$ cat src/rtl/seg7_pkg.sv
// Shared types and constants for the two-digit seven-segment driver.
// Segment order is {g,f,e,d,c,b,a}; segments and anodes are active-low.
package seg7_pkg;

  typedef enum logic [1:0] {
    BLANK = 2'd0,
    DIG0  = 2'd1,
    DIG1  = 2'd2
  } seg7_state_t;

  localparam logic [6:0] SEG_OFF = 7'h7F;
  localparam logic [1:0] AN_OFF  = 2'b11;
  localparam logic [1:0] AN_DIG0 = 2'b10;
  localparam logic [1:0] AN_DIG1 = 2'b01;

  localparam logic [6:0] HEX7 [0:15] = '{
    7'h40, 7'h79, 7'h24, 7'h30,
    7'h19, 7'h12, 7'h02, 7'h78,
    7'h00, 7'h10, 7'h08, 7'h03,
    7'h46, 7'h21, 7'h06, 7'h0E
  };

endpackage

$ cat src/rtl/seg7_hex_decoder.sv
// Nibble to active-low seven-segment pattern lookup.
// Purely combinational; the caller registers the result.
module seg7_hex_decoder
  import seg7_pkg::*;
(
  input  logic [3:0] nibble,
  output logic [6:0] seg
);

  // Table lookup of the glyph for one hex digit
  always_comb begin
    seg = HEX7[nibble];
  end

endmodule

$ cat src/rtl/seg7_display_driver.sv
// Two-digit multiplexed common-anode display driver with guard time.
// Optional macro SEG7_LEADING_ZERO_BLANK_EN blanks a zero upper digit.
module seg7_display_driver
  import seg7_pkg::*;
#(
  parameter int CLK_DIV = 50000,
  parameter int GUARD   = 500
) (
  input  logic       clock,
  input  logic       reset,
  input  logic [7:0] display_in,
  output logic [6:0] seg,
  output logic [1:0] an,
  output logic       dp,
  output logic       frame_tick
);

  localparam int CW = $clog2(CLK_DIV);
  localparam logic [CW-1:0] CNT_MAX = CW'(CLK_DIV - 1);
  localparam logic [CW-1:0] GUARD_C = CW'(GUARD);

  seg7_state_t   state;
  seg7_state_t   state_nxt;
  logic [CW-1:0] cnt;
  logic [CW-1:0] cnt_nxt;
  logic [7:0]    shadow;
  logic [7:0]    shadow_nxt;
  logic          tick;
  logic          latch;
  logic          lit;
  logic          lead_blank;
  logic [3:0]    nib;
  logic [6:0]    hex_seg;
  logic [6:0]    seg_nxt;
  logic [1:0]    an_nxt;

  assign dp = 1'b1;

  // Slot counter wrap and frame latch decision
  always_comb begin
    tick       = (cnt == CNT_MAX);
    cnt_nxt    = tick ? '0 : cnt + CW'(1);
    latch      = tick && (state_nxt == DIG0);
    shadow_nxt = latch ? display_in : shadow;
    lit        = (cnt_nxt >= GUARD_C);
  end

  // Scan sequencer next state: BLANK once, then DIG0/DIG1 forever
  always_comb begin
    state_nxt = state;
    unique case (state)
      BLANK:   if (tick) state_nxt = DIG0;
      DIG0:    if (tick) state_nxt = DIG1;
      DIG1:    if (tick) state_nxt = DIG0;
      default: state_nxt = BLANK;
    endcase
  end

  // Upper digit suppression when its nibble is zero
  always_comb begin
`ifdef SEG7_LEADING_ZERO_BLANK_EN
    lead_blank = (shadow_nxt[7:4] == 4'h0);
`else
    lead_blank = 1'b0;
`endif
  end

  // Pick the nibble for the digit that will be active next cycle
  always_comb begin
    nib = (state_nxt == DIG1) ? shadow_nxt[7:4]
                              : shadow_nxt[3:0];
  end

  seg7_hex_decoder u_dec (
    .nibble (nib),
    .seg    (hex_seg)
  );

  // Next anode/segment drive from next-state values
  always_comb begin
    an_nxt  = AN_OFF;
    seg_nxt = SEG_OFF;
    unique case (1'b1)
      (state_nxt == DIG0) && lit: begin
        an_nxt  = AN_DIG0;
        seg_nxt = hex_seg;
      end
      (state_nxt == DIG1) && lit && !lead_blank: begin
        an_nxt  = AN_DIG1;
        seg_nxt = hex_seg;
      end
      default: begin
        an_nxt  = AN_OFF;
        seg_nxt = SEG_OFF;
      end
    endcase
  end

  // Sequencer state, slot counter and frame shadow register
  always_ff @(posedge clock or posedge reset) begin
    if (reset) begin
      state  <= BLANK;
      cnt    <= '0;
      shadow <= 8'h00;
    end else begin
      state  <= state_nxt;
      cnt    <= cnt_nxt;
      shadow <= shadow_nxt;
    end
  end

  // Registered pad drivers so the display never sees decode glitches
  always_ff @(posedge clock or posedge reset) begin
    if (reset) begin
      an         <= AN_OFF;
      seg        <= SEG_OFF;
      frame_tick <= 1'b0;
    end else begin
      an         <= an_nxt;
      seg        <= seg_nxt;
      frame_tick <= latch;
    end
  end

endmodule

$ cat config.mk
export PLATFORM = sky130hd
export DESIGN_NAME = seg7_display_driver
export DESIGN_NICKNAME = d
export VERILOG_FILES = /design/src/rtl/seg7_pkg.sv /design/src/rtl/seg7_hex_decoder.sv /design/src/rtl/seg7_display_driver.sv
export SDC_FILE = /design/constraint.sdc
export NUM_CORES = 1
export LEC_CHECK = 0
export BUFFER_PORTS_ARGS = -buffer_cell sky130_fd_sc_hd__clkbuf_2
export CAP_MARGIN = 20
export CELL_PAD_IN_SITES_DETAIL_PLACEMENT = 0
export CELL_PAD_IN_SITES_GLOBAL_PLACEMENT = 1
export CORE_MARGIN = 5
export CORE_UTILIZATION = 45
export CTS_CLUSTER_DIAMETER = 200
export DETAILED_ROUTE_END_ITERATION = 10
export GPL_TIMING_DRIVEN = 0
export PLACE_DENSITY_LB_ADDON = 0.25
export RECOVER_POWER = 50
export SETUP_SLACK_MARGIN = 0.05
export SLEW_MARGIN = 20
export SYNTH_ARGS = -nofsm -noshare
export SYNTH_HDL_FRONTEND = slang
export SYNTH_SLANG_ARGS = --single-unit
$ cat constraint.sdc
create_clock -name clock -period 4.41 [get_ports clock]
set_input_delay 0.6615 -clock clock [delete_from_list [all_inputs] [get_ports clock]]
set_output_delay 0.6615 -clock clock [all_outputs]
set_load 0.005 [all_outputs]
==> metrics, run 1 <==
max-slew violation count=0; Crit. End Element=flop; Vias/cell=5.41; DRT Pass-1 Iters=5; combinational share of power=1.9%; Hold Crit Start=cnt[0]; Cell variety after synth=55; run status=finished, final reports clean; launching point of the worst reg2reg path=cnt[5]; area leader, netlist=dfrtp_1; largest net degree at the start of global routing=37; largest fanout on the critical path=10; Gate Count Post-Synth=219; number of buffers created by CTS=5; TritonCTS clock tree=built; Fin. Hold Viols=0; first-pass GRT wire length=7450 um; Main synth FF type=dfrtp_1; period utilization=74.9%; unrepaired setup endpoints after global routing=false; sequential power share=54.1%; worst-skew pair later-pin latency=0.29 ns; area growth from synthesis to layout=12.6%; GRT Total Usage=15.1%; min cycle time layout=3.30 ns; global route total overflow=0; PostCTS Resize Cnt=0; classification of the worst setup path=reg2reg; DP Area=2270 sq um; I/O pin total=21; layout cell share with drive strength beyond 1=22.4%; number of global-route vias before repair=1532; Pleak=1.03 nW; CP required=4.59 ns; final setup fails=0; FP Rows=24; CTS HTree Levels=2; CP startpoint=cnt[5]; worst min-delay path class=reg2reg; initial antenna violation count=0; Post-DP HPWL=2980 um; hold path cells=1; RR Endpoint=seg[2]; WL/cell=13.9 um; commonest cells in the netlist=38 x nand2_1, 27 x dfrtp_1, 14 x nor2_1; Slew Limit Headroom=11.7%; VDD IR max=0.000233 V; final wirelength=4150 um; Mapped Area=2110 sq um; cell area power density=257 nW/um^2; Switch Pwr=0.132 mW; Post-synth EDFFs=0; Synth Register Bits=36; Util after Layout=53.4%; Worst Tran Pin Value=1.32 ns; switching share of power=21.6%; CTS Sinks=36; # Max-Cap Violations=0; ranking of synthesized cells by area=dfrtp_1 32%, dfstp_2 11%, nand2_1 6.8%; Die ar.=6150 sq um; Worst R2R Setup Slack=1.11 ns; initial core utilization=47.4%; worst-path cell chain=buf_6, or4_4, nor4_4, buf_6, nor3b_4, buf_6, o22ai_4, a211oi_4, inv_1, ha_1, o311ai_0; starting DRC count in detailed routing=117; Yosys warnings=0; CP startpoint kind=flop; DRC=0; Worst Hold Path EP=cnt[0]; fin nets=262; port bufs=19; cell area after layout=2370 sq um; Worst EP arrival=3.48 ns; post-route clock skew=0.00792 ns; Internal=0.478 mW; Achievable Freq=303 MHz; gp weighted congestion=0.792; Die X=78.4 um; crit-path max cell delay=0.54 ns; slowest CP cell=or4_4; Post-DRT Antenna Nets=0; crit-path most repeated cell=buf_6; hold_buf cts=0; WHS=0.510 ns; DR vias=1611; Clock Tree Buf Depth=2; ANT cells=0; Core Footprint=4440 sq um; clock power share=44.0%; Die Ht=78.4 um; setup bufs post-CTS=0; synthesized area per cell=9.62 sq um; sequential area share after synthesis=43.3%; top cell type's share of synthesized area=32.1%; Final TNS setup=0 ns; async set or reset register ratio after synthesis=100%; CTS root buffer=clkbuf_8; Synth Net Count=236; most frequent cell after synthesis=nand2_1; R2R depth=11; Clk pin slew, worst setup/hold paths=0.08 ns
[area by class of cell]
| cell class | count | area [sq um] |
|---|---|---|
| clock buffer | 6 | 93.8 |
| inverter | 10 | 37.5 |
| timing repair buffer | 19 | 93.8 |
| sequential | 36 | 912 |
| multi-input combinational | 161 | 1070 |
| tap | 52 | 65.1 |
| fill | 416 | 2070 |
| clock inverter | 2 | 12.5 |
| buffer | 12 | 83.8 |
[kinds of logic after synthesis]
| group | Yosys count | share of synthesized area (%) |
|---|---|---|
| fa+ha+maj | 7 | 4.16 |
| compound gates | 37 | 14.4 |
| mux | 6 | 2.85 |
| flops | 36 | 43.3 |
| other cells | 1 | 0.178 |
| buf+inv | 22 | 5.76 |
| simple gates | 96 | 23.6 |
| xor+xnor | 14 | 5.82 |
[worst max path at each step]
stage | endpoint | slack (ns) | cells past startpoint
final | seg[2] | 1.11 | 11
after global routing | seg[2] | 0.86 | 11
after CTS | seg[2] | 1.08 | 11
after detailed placement | seg[2] | 1.10 | 11
after global placement | seg[2] | 1.11 | 11
after floorplan | seg[2] | 1.43 | 11
[stage by stage]
step | std cells | worst slack, ns | power, mW
after global routing | 298 | 0.862 | 0.638
after global placement | 290 | 1.11 | 0.348
after detailed placement | 290 | 1.10 | 0.349
final | 298 | 1.11 | 0.610
after floorplan | 219 | 1.43 | 0.342
after CTS | 298 | 1.08 | 0.619
[per-layer routing]
| layer | track usage [%] | vias up | part of all wire [%] |
|---|---|---|---|
| met5 | 0 | - | 0 |
| met4 | 3.67 | 0 | 0.72 |
| met3 | 4.69 | 4 | 4.6 |
| met2 | 21.5 | 35 | 41 |
| met1 | 22.3 | 751 | 53 |
| li1 | - | 821 | - |
[worst max-delay path, delay by kind of cell (launching register included)]
kind	cells	cell delay, ns
buffers and inverters	4	0.66
flip-flops	1	0.38
AO/OA/AOI/OAI	3	0.81
AND/OR/NAND/NOR	3	1.07
adder cells (fa/ha/maj)	1	0.28
[power groups by stage]
stage / combinational [mW] / clock (mW) / sequential (mW)
after global placement: 0.0120 / 0 / 0.336
after CTS: 0.0122 / 0.276 / 0.330
final: 0.0114 / 0.268 / 0.330
after floorplan: 0.00575 / 0 / 0.336
after global routing: 0.0139 / 0.294 / 0.330
after detailed placement: 0.0121 / 0 / 0.336
[cells in the final DEF (no fill, tap or decap), types with 4 or more instances in the layout]
master    count
nand2_1      38
clkbuf_1      5
nand3_1      11
inv_1         9
nor2_1       14
ha_1          7
xnor2_1      10
buf_6         4
nand4_1       4
nor2b_1       4
clkbuf_8      5
mux2i_1       6
o221ai_1      4
xor2_1        4
a21oi_1       4
nor3_1        4
clkbuf_2     18
o21ai_0       9
nor4_1        5
dfrtp_1      27
dfstp_2       9
[sequential cells by signal (all words and copies together) (netlist names)]
signal      count
cnt            16
seg             7
an              2
shadow          8
state           2
frame_tick      1
Power figures use the tool's default switching activity.
==> run 2, diff against run 1 <==
- clock period: 4.41 -> 3.37 ns (I/O delays scaled with it)
==> metrics, run 2 (synthesized netlist as in run 1, its figures left out) <==
largest net degree at the start of global routing=37 (unchanged); worst-skew pair later-pin latency=0.29 ns (about the same); Top reg by flops=cnt; DP Area=2270 sq um (unchanged); global route total overflow=0 (unchanged); Clock Tree Buf Depth=2 (unchanged); cell area after layout=2410 sq um (+1.6%); CTS root buffer=clkbuf_8; port bufs=19 (unchanged); largest registers=cnt (16), shadow (8), seg (7); cell family with most CP delay=simple AND/OR/NAND/NOR gates; fin nets=267 (+1.9%); number of global-route vias before repair=1531 (-0.065%); Slew Limit Headroom=12.1% (+0.41 points); WHS=0.406 ns (-0.105 ns); Worst Path Buf+Inv=4 (unchanged); Core Footprint=4440 sq um (unchanged); Pleak=1.05 nW (+2.3%); hold_buf cts=0 (unchanged); CTS Sinks=36 (unchanged); max reg flops=16 (unchanged); first-pass GRT wire length=7470 um (+0.36%); DRC=0 (unchanged); WL/cell=14.0 um (+0.53%); Worst Tran Pin Value=1.32 ns (-0.00616 ns); max-slew violation count=0 (unchanged); CP required=3.56 ns (-1.03 ns); Final TNS setup=0 ns (unchanged); worst-path cell chain=buf_2, or4_4, nor4_4, buf_6, nor3b_4, buf_6, o22ai_4, a211oi_4, inv_1, ha_1, a211oi_1, o21ai_1; ANT cells=0 (unchanged); min cycle time layout=3.12 ns (-0.177 ns); final wirelength=4240 um (+2.2%); VDD IR max=0.000307 V (+32%); crit-path max cell delay=0.53 ns (about the same); unrepaired setup endpoints after global routing=false; number of buffers created by CTS=5 (unchanged); Achievable Freq=320 MHz (+5.7%); launching point of the worst reg2reg path=cnt[11]; most frequent cells in the layout=38 x nand2_1, 27 x dfrtp_1, 18 x clkbuf_2, 14 x nor2_1, 11 x nand3_1; classification of the worst setup path=reg2reg; slowest CP cell=or4_4; gp weighted congestion=0.792 (unchanged); worst min-delay path class=in2reg; Post-DRT Antenna Nets=0 (unchanged); Worst EP arrival=3.31 ns (-0.17 ns); run status=finished, final reports clean; DRT Pass-1 Iters=4 (-1); CP startpoint=cnt[11]; Vias/cell=5.38 (-0.55%); FP Rows=24 (unchanged); I/O pin total=21 (unchanged); Die ar.=6150 sq um (unchanged); post-route clock skew=0.00728 ns (-0.000638 ns); initial core utilization=47.4% (unchanged); Hold Crit Start=display_in[6]; # Max-Cap Violations=0 (unchanged); Post-DP HPWL=2980 um (unchanged); crit-path most repeated cell=buf_6; Fin. Hold Viols=0 (unchanged); initial antenna violation count=0 (unchanged); largest fanout on the critical path=10 (unchanged); Clk pin slew, worst setup/hold paths=0.08 ns (about the same); Die Ht=78.4 um (unchanged); TritonCTS clock tree=built; final setup fails=0 (unchanged); DR vias=1629 (+1.1%); Crit. End Element=flop; starting DRC count in detailed routing=104 (-11%); CTS HTree Levels=2 (unchanged); cell area power density=331 nW/um^2 (+29%); layout cell share with drive strength beyond 1=23.9% (+1.5 points); Die X=78.4 um (unchanged); commonest non-fill, non-tap cell in the layout=nand2_1; CP startpoint kind=flop; area growth from synthesis to layout=14.4%; period utilization=92.7% (+18 points); GRT Total Usage=15.2% (+0.049 points)
-- run 2: cell types whose count changed in the layout (fill, tap and decap cells not counted) --
cell	change
buf_4	+5
o311ai_0	-1
o311ai_1	+1
-- run 2: metal layers --
layer	GRT usage [%]	part of all wire (%)	wire length, um	up-vias
met5	0	0	0	-
li1	-	-	-	827
met4	3.67	0.52	22	0
met2	21.5	42	1780	32
met1	22.5	54	2270	768
met3	4.69	4.0	170	2
-- run 2: path summary, 6_finish.rpt --
path                            cells after the start  slack [ns]   endpoint
worst max register to register                     12        0.25     seg[3]
worst min register to register                      1        0.51     cnt[0]
worst max-delay path                               12        0.25     seg[3]
max in group asynchronous                           2        2.03  shadow[4]
min in group asynchronous                           2        0.56     cnt[0]
worst min-delay path                                3        0.41  shadow[6]
-- run 2: final cells by class --
type / instances / area [sq um]
fill: 413 / 2030
clock inverter: 2 / 12.5
sequential: 36 / 912
tap: 52 / 65.1
inverter: 10 / 37.5
buffer: 12 / 83.8
multi-input combinational: 161 / 1070
timing repair buffer: 24 / 131
clock buffer: 6 / 93.8
-- run 2: timing repair --
| item | in CTS | in global routing |
|---|---|---|
| gates resized for setup | 0 | 1 |
| setup buffers | 0 | 5 |
| setup endpoints to repair | 1 | 7 |
| pin swaps | 1 | 2 |
-- run 2: tightest hold or removal path, cell delays in order --
cell,delay [ns]
clkbuf_2,0.07
nand2_1,0.04
nand2_1,0.05
-- run 2: stage by stage --
stage          std cells  util (%)  setup WS [ns]  power, mW
2_1_floorplan        219         -          0.389      0.448
3_3_place_gp         290      51.0         0.0666      0.456
5_1_grt              303      54.2         0.0436      0.835
4_1_cts              298      53.4         0.0654      0.810
6_report             303      54.2          0.246      0.799
3_5_place_dp         290      51.0         0.0605      0.456
-- run 2: where the power goes --
group | total, mW | switching (mW) | internal, mW
Clock | 0.352 | 0.162 | 0.189
Combinational | 0.0149 | 0.0103 | 0.00459
Sequential | 0.432 | 0 | 0.432
==> run 3, diff against run 2 <==
- BUFFER_PORTS_ARGS: -buffer_cell sky130_fd_sc_hd__clkbuf_2 -> -buffer_cell sky130_fd_sc_hd__buf_2
==> metrics, run 3 (synthesized netlist as in run 1, its figures left out) <==
run status=finished, final reports clean; crit-path max cell delay=0.54 ns (about the same); layout cell share with drive strength beyond 1=24.8% (+0.90 points); cell family with most CP delay=simple AND/OR/NAND/NOR gates; final wirelength=4220 um (-0.66%); first-pass GRT wire length=7200 um (-3.6%); Pleak=1.05 nW (about the same); Final TNS setup=0 ns (unchanged); number of buffers created by CTS=5 (unchanged); Post-DRT Antenna Nets=0 (unchanged); max-slew violation count=0 (unchanged); DRC=0 (unchanged); Core Footprint=4440 sq um (unchanged); DR vias=1619 (-0.61%); Clock Tree Buf Depth=2 (unchanged); Placed Cells=290 (unchanged); Top reg by flops=cnt; worst-path cell chain=buf_6, or4_4, nor4_4, buf_6, nor3b_4, buf_6, o22ai_4, a211oi_4, inv_1, ha_1, mux2i_1, o221ai_1; CP startpoint kind=flop; largest registers=cnt (16), shadow (8), seg (7); CP required=3.52 ns (-0.04 ns); area growth from synthesis to layout=15.3%; starting DRC count in detailed routing=84 (-19%); DRT Pass-1 Iters=4 (unchanged); Worst Tran Pin Value=1.34 ns (+0.0262 ns); initial core utilization=47.4% (unchanged); CTS Sinks=36 (unchanged); Crit. End Element=flop; I/O pin total=21 (unchanged); initial antenna violation count=0 (unchanged); fin nets=270 (+1.1%); number of cells on the critical path=12 (unchanged); Worst Path Buf+Inv=4 (unchanged); Achievable Freq=316 MHz (-1.3%); worst-skew pair later-pin latency=0.29 ns (about the same); final setup fails=0 (unchanged); slowest CP cell=or4_4; global route total overflow=0 (unchanged); unrepaired setup endpoints after global routing=true; largest net degree at the start of global routing=37 (unchanged); ANT cells=0 (unchanged); Die ar.=6150 sq um (unchanged); Vias/cell=5.29 (-1.6%); port bufs=19 (unchanged); commonest non-fill, non-tap cell in the layout=nand2_1; hold path cells=3 (unchanged); Fin. Hold Viols=0 (unchanged); CTS root buffer=clkbuf_8; number of global-route vias before repair=1465 (-4.3%); Worst EP arrival=3.32 ns (about the same); crit-path most repeated cell=buf_6; VDD IR max=0.000249 V (-19%); min cycle time layout=3.17 ns (+0.0421 ns); WHS=0.411 ns (+0.00530 ns); cell area power density=321 nW/um^2 (-3.2%); Finished Layout Cells=306 (+0.99%); TritonCTS clock tree=built; WL/cell=13.8 um (-1.6%); worst min-delay path class=in2reg; # Max-Cap Violations=0 (unchanged); GRT Total Usage=14.6% (-0.55 points); Die Ht=78.4 um (unchanged); period utilization=94.0% (+1.2 points); hold_buf cts=0 (unchanged); post-route clock skew=0.00798 ns (+0.000701 ns); FP Rows=24 (unchanged); max reg flops=16 (unchanged); CTS HTree Levels=2 (unchanged); R2R depth=12 (unchanged); Die X=78.4 um (unchanged); largest fanout on the critical path=10 (unchanged); Clk pin slew, worst setup/hold paths=0.07 ns (about the same); classification of the worst setup path=reg2reg; most frequent cells in the layout=38 x nand2_1, 27 x dfrtp_1, 19 x buf_2, 13 x nor2_1, 11 x nand3_1; gp weighted congestion=0.793 (+0.19%); Post-DP HPWL=2980 um (-0.11%); Slew Limit Headroom=10.3% (-1.7 points)
## run 3: cell count changes in the layout (fill, tap and decap cells not counted), moves of 2 or more
cell,before,now
buf_2,1,19
buf_4,7,10
clkbuf_2,18,0
clkbuf_8,5,7
## run 3: final cells by class
cell class	count	area (sq um)
Timing Repair Buffer	27	154
Tap cell	52	65.1
Fill cell	406	2020
Sequential cell	36	912
Buffer	12	83.8
Clock buffer	8	100
Inverter	10	37.5
Multi-Input combinational cell	161	1080
## run 3: metal layers
metal  GRT usage (%)  vias to the layer above  wire length [um]
met5               0                        -                 0
met4            3.67                        0                44
met3            4.46                        5               188
met2            20.5                       31              1790
met1            21.7                      745              2200
li1                -                      838                 -
## run 3: report_power, final
group	total [mW]	switching, mW	internal, mW
Sequential	0.433	0	0.433
Combinational	0.0150	0.0105	0.00457
Clock	0.332	0.145	0.186
Total	0.779	0.156	0.624
## run 3: path summary, 6_finish.rpt
path	endpoint	start	slack, ns
min	shadow[6]	display_in[6]	0.41
max	seg[5]	cnt[5]	0.20
min in group asynchronous	cnt[5]	reset	0.60
max reg2reg	seg[5]	cnt[5]	0.20
max in group asynchronous	cnt[10]	reset	1.98
min reg2reg	cnt[0]	cnt[0]	0.51
## run 3: per-stage QoR
stage,util [%],setup WS (ns),cell area [sq um],power (mW)
3_5_place_dp,51.0,0.0625,2270,0.456
5_1_grt,54.6,0.0338,2430,0.813
4_1_cts,53.3,0.0611,2370,0.791
6_report,54.6,0.204,2430,0.779
2_1_floorplan,-,0.389,2110,0.448
3_3_place_gp,51.0,0.0670,2270,0.456
## run 3: worst register-to-register path, stage by stage, from the launching register on
cell,delay [ns]
dfrtp_1,0.37
buf_6,0.14
or4_4,0.54
nor4_4,0.24
buf_6,0.18
nor3b_4,0.22
buf_6,0.18
o22ai_4,0.08
a211oi_4,0.36
inv_1,0.14
ha_1,0.28
mux2i_1,0.16
o221ai_1,0.14
## run 3: what timing repair did
action	4_1_cts	5_1_grt
gates cloned	0	0
setup buffers	0	8
endpoints found under the setup margin	1	7
resized for setup	0	2
pin swaps	1	2
